--- config.mk ---
export PLATFORM = sky130hd
export DESIGN_NAME = ksa_shared_add_sequencer
export DESIGN_NICKNAME = d
export VERILOG_FILES = /design/src/rtl/ksa_shared_add_sequencer.sv
export SDC_FILE = /design/constraint.sdc
export NUM_CORES = 1
export LEC_CHECK = 0
export BUFFER_PORTS_ARGS = -buffer_cell sky130_fd_sc_hd__buf_2
export CORE_ASPECT_RATIO = 1.25
export CORE_UTILIZATION = 48
export CTS_BUF_LIST = sky130_fd_sc_hd__clkbuf_4 sky130_fd_sc_hd__clkbuf_8
export DETAILED_ROUTE_END_ITERATION = 16
export PLACE_DENSITY = 0.89
export SYNTH_ARGS = -nofsm -noshare
export SYNTH_HDL_FRONTEND = slang
export SYNTH_SLANG_ARGS = --single-unit
--- constraint.sdc ---
create_clock -name clk -period 3.8 [get_ports clk]
set_input_delay 1.14 -clock clk [delete_from_list [all_inputs] [get_ports clk]]
set_output_delay 1.14 -clock clk [all_outputs]
set_load 0.05 [all_outputs]
--- src/rtl/ksa_shared_add_sequencer.sv ---
// rtl/ksa_shared_add_sequencer.sv - two-requester serial adder sharing one Kogge-Stone chunk slice
//
// Purpose: arbitrates (round-robin) between two add requesters and runs each WIDTH-bit
// A+B+cin one CHUNK-bit slice per cycle through a single parallel-prefix adder, carrying
// between chunks in a register. Result is held on the response side until taken.
//
// Ports:
//   clk, rst_n                 clock (rising edge), asynchronous active-low reset
//   reqN_valid/reqN_ready      request handshake for requester N (ready only in IDLE, granted side)
//   reqN_a, reqN_b, reqN_cin   requester N operands
//   rsp_valid/rsp_ready        response handshake
//   rsp_sum, rsp_cout, rsp_id  result, carry out of MSB, owning requester
//   busy                       high whenever an operation is in flight or awaiting pickup
module ksa_shared_add_sequencer #(
    parameter int WIDTH = 64,
    parameter int CHUNK = 16
) (
    input  logic             clk,
    input  logic             rst_n,
    input  logic             req0_valid,
    output logic             req0_ready,
    input  logic [WIDTH-1:0] req0_a,
    input  logic [WIDTH-1:0] req0_b,
    input  logic             req0_cin,
    input  logic             req1_valid,
    output logic             req1_ready,
    input  logic [WIDTH-1:0] req1_a,
    input  logic [WIDTH-1:0] req1_b,
    input  logic             req1_cin,
    output logic             rsp_valid,
    input  logic             rsp_ready,
    output logic [WIDTH-1:0] rsp_sum,
    output logic             rsp_cout,
    output logic             rsp_id,
    output logic             busy
);

    localparam int NCH  = WIDTH / CHUNK;
    localparam int IDXW = (NCH > 1) ? $clog2(NCH) : 1;
    localparam int LVL  = (CHUNK > 1) ? $clog2(CHUNK) : 0;

    if ((CHUNK < 1) || ((WIDTH % CHUNK) != 0)) begin : g_bad_param
        $error("ksa_shared_add_sequencer: WIDTH must be a multiple of CHUNK");
    end

    typedef enum logic [1:0] {
        S_IDLE = 2'd0,
        S_CALC = 2'd1,
        S_DONE = 2'd2
    } state_t;

    state_t            state_q, state_d;
    logic [WIDTH-1:0]  a_q, a_d;
    logic [WIDTH-1:0]  b_q, b_d;
    logic [WIDTH-1:0]  sum_q, sum_d;
    logic              carry_q, carry_d;
    logic [IDXW-1:0]   idx_q, idx_d;
    logic              cout_q, cout_d;
    logic              id_q, id_d;
    logic              last_grant_q, last_grant_d;

    logic              grant;
    logic              any_valid;
    logic              accept;
    int                base;
    logic [CHUNK-1:0]  slice_a, slice_b, slice_sum;
    logic              slice_cout;
    logic [LVL:0][CHUNK-1:0] g_l, p_l;
    logic [CHUNK-1:0]  carries;

    // On a tie the requester that did not win last time gets the slot.
    assign any_valid  = req0_valid | req1_valid;
    assign grant      = (req0_valid & req1_valid) ? ~last_grant_q : req1_valid;
    assign accept     = (state_q == S_IDLE) & any_valid;
    // rst_n gating keeps ready low while reset is asserted, even with a valid pending.
    assign req0_ready = rst_n & accept & ~grant;
    assign req1_ready = rst_n & accept & grant;

    assign rsp_valid  = (state_q == S_DONE);
    assign busy       = (state_q != S_IDLE);
    assign rsp_sum    = sum_q;
    assign rsp_cout   = cout_q;
    assign rsp_id     = id_q;

    assign base    = int'(idx_q) * CHUNK;
    assign slice_a = a_q[base +: CHUNK];
    assign slice_b = b_q[base +: CHUNK];

    // Kogge-Stone prefix over the slice. The carry-in is folded into bit 0's generate so
    // every prefix generate G[i] is directly the carry out of bit i.
    always_comb begin
        g_l      = '0;
        p_l      = '0;
        carries  = '0;
        g_l[0]   = slice_a & slice_b;
        p_l[0]   = slice_a ^ slice_b;
        g_l[0][0] = g_l[0][0] | (p_l[0][0] & carry_q);
        for (int l = 0; l < LVL; l++) begin
            for (int i = 0; i < CHUNK; i++) begin
                if (i >= (1 << l)) begin
                    g_l[l+1][i] = g_l[l][i] | (p_l[l][i] & g_l[l][i-(1<<l)]);
                    p_l[l+1][i] = p_l[l][i] & p_l[l][i-(1<<l)];
                end else begin
                    g_l[l+1][i] = g_l[l][i];
                    p_l[l+1][i] = p_l[l][i];
                end
            end
        end
        for (int i = 0; i < CHUNK; i++) begin
            carries[i] = (i == 0) ? carry_q : g_l[LVL][i-1];
        end
    end

    assign slice_sum  = p_l[0] ^ carries;
    assign slice_cout = g_l[LVL][CHUNK-1];

    always_comb begin
        state_d      = state_q;
        a_d          = a_q;
        b_d          = b_q;
        sum_d        = sum_q;
        carry_d      = carry_q;
        idx_d        = idx_q;
        cout_d       = cout_q;
        id_d         = id_q;
        last_grant_d = last_grant_q;
        case (state_q)
            S_IDLE: begin
                if (any_valid) begin
                    a_d          = grant ? req1_a : req0_a;
                    b_d          = grant ? req1_b : req0_b;
                    carry_d      = grant ? req1_cin : req0_cin;
                    idx_d        = '0;
                    id_d         = grant;
                    last_grant_d = grant;
                    state_d      = S_CALC;
                end
            end
            S_CALC: begin
                sum_d[base +: CHUNK] = slice_sum;
                carry_d              = slice_cout;
                idx_d                = idx_q + 1'b1;
                if (idx_q == IDXW'(NCH - 1)) begin
                    cout_d  = slice_cout;
                    idx_d   = '0;
                    state_d = S_DONE;
                end
            end
            S_DONE: begin
                if (rsp_ready) begin
                    state_d = S_IDLE;
                end
            end
            default: state_d = S_IDLE;
        endcase
    end

    always_ff @(posedge clk or negedge rst_n) begin
        if (!rst_n) begin
            state_q      <= S_IDLE;
            a_q          <= '0;
            b_q          <= '0;
            sum_q        <= '0;
            carry_q      <= 1'b0;
            idx_q        <= '0;
            cout_q       <= 1'b0;
            id_q         <= 1'b0;
            last_grant_q <= 1'b1;
        end else begin
            state_q      <= state_d;
            a_q          <= a_d;
            b_q          <= b_d;
            sum_q        <= sum_d;
            carry_q      <= carry_d;
            idx_q        <= idx_d;
            cout_q       <= cout_d;
            id_q         <= id_d;
            last_grant_q <= last_grant_d;
        end
    end

endmodule
; ---- Word level (Yosys, flattened, before mapping)
; Cells that the tools add are included.
[totals]
register_bits = 200
latchBits = 0
ram_bits = 0
mem_bits_ro = 0
in_bits = 263
out_inout_bits = 70
elab_cells = 187
mem_count = 0
[classes]
add_sub_neg = 2
n_mul = 0
n_div = 0
magnitude_cmp = 0
eq_ne = 6
n_shift = 4
muxes = 14
bitwise = 145
reduce_logical = 7
[op_table]
columns = operator, n
row1 = $mux 64, 2
row2 = $shiftx 64x7->16, 2
row3 = $and 1x1->1, 89
row4 = $bwmux 64, 1
row5 = $shift 16x33->64 const A, 1
row6 = $shiftx 16x33->64, 1
row7 = $or 1x1->1, 51
row8 = $neg 6->33, 1
row9 = $xor 16x16->16, 2
row10 = $and 16x16->16, 1
row11 = $mux 2, 5
row12 = $pmux 2 s3, 1
row13 = $reduce_and 2->1, 3
row14 = $eq 2x2->1 const B, 2
row15 = $ne 2x2->1 const B, 2
row16 = $pmux 2 s2, 1
row17 = $reduce_bool 2->1, 2
row18 = $mux 1, 3
row19 = $reduce_and 3->1, 1
row20 = $add 2x1->2 const B, 1
row21 = $eq 2x1->1 const B, 1
row22 = $logic_not 2->1, 1
row23 = $ne 2x1->1 const B, 1
row24 = $not 1->1, 2
row25 = $pmux 1 s2, 1

; ---- Depth between registers and ports, before layout
[depth]
ltp_word = 13
depth_mapped = 12
ltp_nobuf = 10

; ---- Worst setup path before layout
; Ideal clock, no wire load.
[synth_timing]
path_kind = input to output
from = input req1_valid
to = output req0_ready
arrival_ns = 3.006
required_ns = 2.660
path_slack_ns = -0.346
path_stages = 5
n_path_buf = 3
cell_sequence = o21ai_0 clkbuf_1 clkbuf_1 clkbuf_1 nor3b_1
[synth_between]
elab_chain_len = 4
word_cells_on_any_way = 7
cone_classes = mux: 1 / bitwise: 6
[synth_lines]
columns = item, line_no
row1 = start: declaration, 25  ; input logic req1_valid,
row2 = $or 1x1->1 / $and 1x1->1 (equally long branches), "72, 73"
row3 = $and 1x1->1 / $mux 1 (equally long branches), "74, 73"
row4 = $and 1x1->1 / $not 1->1 (equally long branches), 76  ; assign req0_ready = rst_n & accept & ~grant;
row5 = $and 1x1->1 (*), 76
row6 = end: declaration, 21  ; output logic req0_ready,
; Mark *: on every way between the ends. The rest lies on a longest branch, timed or not.

; ---- Final worst setup path
[layout_timing]
from = register idx_q[0]
to = register sum_q[26], in the netlist rsp_sum[26]
[layout_between]
elab_chain_len = 13
word_cells_on_any_way = 132
cone_classes = add/sub: 1 / shift: 4 / mux: 1 / bitwise: 126
[layout_lines]
columns = item, line_no
row1 = start: declaration, 57  ; logic [IDXW-1:0] idx_q, idx_d;
row2 = start signal: assignment, 175  ; idx_q <= idx_d;
row3 = $shiftx 64x7->16 (on tied branches), "86, 87"
row4 = $xor 16x16->16, 96  ; p_l[0] = slice_a ^ slice_b;
row5 = $and 1x1->1, 97  ; g_l[0][0] = g_l[0][0] | (p_l[0][0] & carry_q);
row6 = $or 1x1->1, 97
row7 = $and 1x1->1, 101  ; g_l[l+1][i] = g_l[l][i] | (p_l[l][i] & g_l[l][i-(1<<l)]);
row8 = $or 1x1->1, 101
row9 = $and 1x1->1, 101
row10 = $or 1x1->1, 101
row11 = $and 1x1->1, 101
row12 = $or 1x1->1, 101
row13 = $xor 16x16->16, 114  ; assign slice_sum = p_l[0] ^ carries;
row14 = $shiftx 16x33->64, 140  ; sum_d[base +: CHUNK] = slice_sum;
row15 = $bwmux 64 (*), 140
row16 = end signal: assignment, 173  ; sum_q <= sum_d;
row17 = end: declaration, 55  ; logic [WIDTH-1:0] sum_q, sum_d;
; Marked as above.
; A chain may end at the register's enable or synchronous reset.

==> impl_metrics.csv <==
group,metric,value,unit
yosys,synth_edf_count,0,
worst_setup_path,path_max_fanout,13,
global_routing,overflow,0,
clocking,cts-root-buf,"clkbuf_8",
die,die_w,132,um
drt,drt-initial-drc-count,519,
global_routing,gr-usage-all-layers,26.0,%
sta,tightest_slew,0.945,ns
worst_setup_path,required,4.13,ns
placement,port_buffers,332,
sta,finalSetupViolCount,0,
outcome,status,"completed",
clocking,cts_setup_buffers,0,
clocking,clkTransAtPathRegs,0.09,ns
global_routing,antenna_found_initial,0,
pwr,vdd_drop_max,0.596,mV
pwr,p_leak,6.29,nW
clocking,cts_tree,"yes",
yosys,synthArstFlopShare,100,%
drt,detail_route.wl_per_cell,18.3,um
drt,drc,0,
die,die_area,0.0217,mm2
sta,hold_violations,0,
yosys,synth_warnings,0,
finish,num_antenna_cells,0,
worst_setup_path,worst_ep_arrival_time,3.96,ns
global_routing,grt_first_pass_wirelength,42500,um
global_routing,grt_pass1_vias,7957,
drt,wl,27700,um
finish,drive_above_1_share,34.9,%
finish,area_delta_synth_final,23.1,%
clocking,numCtsBuffers,17,
drt,vias,8289,
sta,layout_setup_ws,0.170,ns
worst_setup_path,criticalPathCategory,"reg2reg",
die,ioPinCount,333,
placement,dp_slack,0.105,ns
pwr,pwr_density_cell,993,mW/mm2
clocking,cts_resized,0,
clocking,clock_latency,0.47,ns
sta,finClkSkew,0.0142,ns
placement,dp_hpwl,21400,um
global_routing,grt_max_degree,263,
sta,finalSetupTns,0,ns
worst_setup_path,crit_path_end_kind,"flop",
min_path,min-delay-path-class,"reg2reg",
sta,period_share,95.5,%
yosys,synthesis.area,0.0101,mm2
yosys,syn-num-nets,1210,
clocking,cts.sinks,200,
drt,firstDrtPassIters,5,
clocking,cts_buffer_depth,2,
yosys,postSynthAreaPerCell,11.0,um2
sta,rsz0062_at_grt,"no",
placement,place.gp.congestion,0.881,
die,floorplan.initialDensity,48.9,%
die,num_rows,59,
clocking,ctsHoldBuffers,0,
sta,period_minus_slack,3.63,ns
yosys,synthCells,924,
sta,maxSlewHeadroom,37.0,%
die,core_region_area,0.0207,mm2
yosys,yosysSeqAreaShare,49.4,%
die,die_h,164,um
drt,vias_per_cell,5.49,
yosys,ys_ff_latch,200,
clocking,htreeDepth,4,
sta,fmax,275,MHz
worst_setup_path,critPathLaunchType,"flop",
sta,slew_violations,0,
yosys,ys_types,52,
job,maxCapViolCount,0,
finish,nets,1511,
drt,ant_nets,0,
yosys,synth_ff_type,"dfrtp_1",
stage by stage:
step | power [mW] | hold WS [ns] | util [%] | cell area [um2] | cells
detailed placement | 11.0 | 0.469 | 58.2 | 12100 | 1480
CTS | 12.4 | 0.488 | 60.1 | 12500 | 1511
finish | 12.4 | 0.484 | 60.1 | 12500 | 1511
floorplan | 8.85 | 0.445 | - | 10100 | 924
global route | 13.3 | 0.517 | 60.1 | 12500 | 1511
global placement | 10.8 | 0.456 | 58.2 | 12100 | 1480
flip-flops by register name, summed over array words and instances, names as in the netlist, 2 cells and up:
name     flops
rsp_sum     64
idx_q        2
b_q         64
state_q      2
a_q         64
cell usage after synthesis, types with 2 or more instances:
library cell / n / area (um2)
dfrtp_1: 199 / 4980
nand2_1: 158 / 593
o21ai_0: 150 / 751
mux2i_1: 129 / 1290
a22o_1: 45 / 394
clkbuf_1: 44 / 165
mux4_2: 32 / 721
ha_1: 21 / 263
buf_2: 17 / 85.1
a21oi_1: 15 / 75.1
nor2_1: 13 / 48.8
inv_1: 9 / 33.8
and3_1: 7 / 43.8
xnor2_1: 7 / 61.3
a31oi_1: 6 / 37.5
a21o_1: 5 / 37.5
nand3_1: 5 / 25.0
a31o_2: 4 / 35.0
nor2b_1: 4 / 25.0
xor2_1: 4 / 35.0
a22oi_1: 3 / 22.5
and2_1: 3 / 18.8
buf_1: 3 / 11.3
nand2b_1: 3 / 18.8
or3_1: 3 / 18.8
a211oi_1: 2 / 15.0
a32o_1: 2 / 20.0
fa_1: 2 / 40.0
mux2_2: 2 / 22.5
nand4_1: 2 / 12.5
nor3_1: 2 / 10.0
nor3b_1: 2 / 15.0
o41ai_1: 2 / 17.5
power by group:
part           leakage [nW]  total (mW)  switching [mW]  internal [mW]
clock network         0.194        1.35           0.727          0.624
registers              2.55        3.77           0.686           3.08
logic                  3.54        7.27            4.61           2.66
total                  6.29        12.4            6.03           6.37
final cells by class:
type | instances | area (um2)
clock buffers | 21 | 270
clock inverters | 10 | 121
fillers | 1657 | 8270
inverters | 9 | 33.8
multi-input cells | 651 | 4870
flip-flops and latches | 200 | 5010
well taps | 274 | 343
repair buffers | 346 | 1830
per-layer routing:
metal | vias up | track usage, % | routed length, um
met4 | 0 | 13.8 | 1180
met1 | 3948 | 33.0 | 11500
met2 | 337 | 42.9 | 13600
met5 | - | 0 | 0
li1 | 3940 | - | -
met3 | 64 | 4.45 | 1420
critical path: stages, from the launching register on:
cell      delay [ns]
dfrtp_4         0.61
buf_4           0.32
mux4_2          0.54
ha_1            0.38
a21o_1          0.23
a21oi_1         0.19
a21bo_2         0.20
mux2_2          0.34
a211oi_1        0.48
o21ai_0         0.19
path summary, 6_finish.rpt:
kind / end / startpoint / slack [ns] / depth (start not counted)
hold reg to reg: rsp_sum[1]$_DFFE_PN0P_ / rsp_sum[1]$_DFFE_PN0P_ / 0.48 / 2
max in group asynchronous: idx_q[0]$_DFFE_PN0P_ / rst_n / 1.61 / 3
setup reg to reg: rsp_sum[26]$_DFFE_PN0P_ / idx_q[0]$_DFFE_PN0P_ / 0.17 / 9
hold / removal: rsp_sum[1]$_DFFE_PN0P_ / rsp_sum[1]$_DFFE_PN0P_ / 0.48 / 2
setup / recovery: rsp_sum[26]$_DFFE_PN0P_ / idx_q[0]$_DFFE_PN0P_ / 0.17 / 9
min in group asynchronous: a_q[14]$_DFFE_PN0P_ / rst_n / 0.82 / 2
placed cells by master, fill, tap and decap left out, types with 4 or more instances in the layout:
cell type / Yosys / final
nor2_1: 13 / 13
and3_1: 7 / 7
nor2b_1: 4 / 4
mux2i_1: 129 / 129
a21oi_1: 15 / 15
nand3_1: 5 / 5
ha_1: 21 / 21
inv_1: 9 / 9
o21ai_0: 150 / 149
clkbuf_8: 0 / 19
a22o_1: 45 / 45
xnor2_1: 7 / 7
a21o_1: 5 / 5
buf_12: 0 / 4
dfrtp_1: 199 / 197
buf_4: 0 / 10
nand2_1: 158 / 158
buf_2: 17 / 331
a31oi_1: 6 / 6
a31o_2: 4 / 4
xor2_1: 4 / 4
mux4_2: 32 / 32
logic make-up (layout without fill, tap and decap cells):
group | after synthesis | count (layout) | share of synthesized area, %
adders and majority gates | 23 | 23 | 2.99
muxes | 163 | 163 | 20.1
and+or+nand+nor | 211 | 211 | 8.96
buffers and inverters | 73 | 386 | 2.91
xor gates and xnor gates | 11 | 11 | 0.951
AOI/OAI and AO/OA | 243 | 243 | 14.7
DFF | 200 | 200 | 49.4
Note: power is estimated with default switching activity, not from simulation.
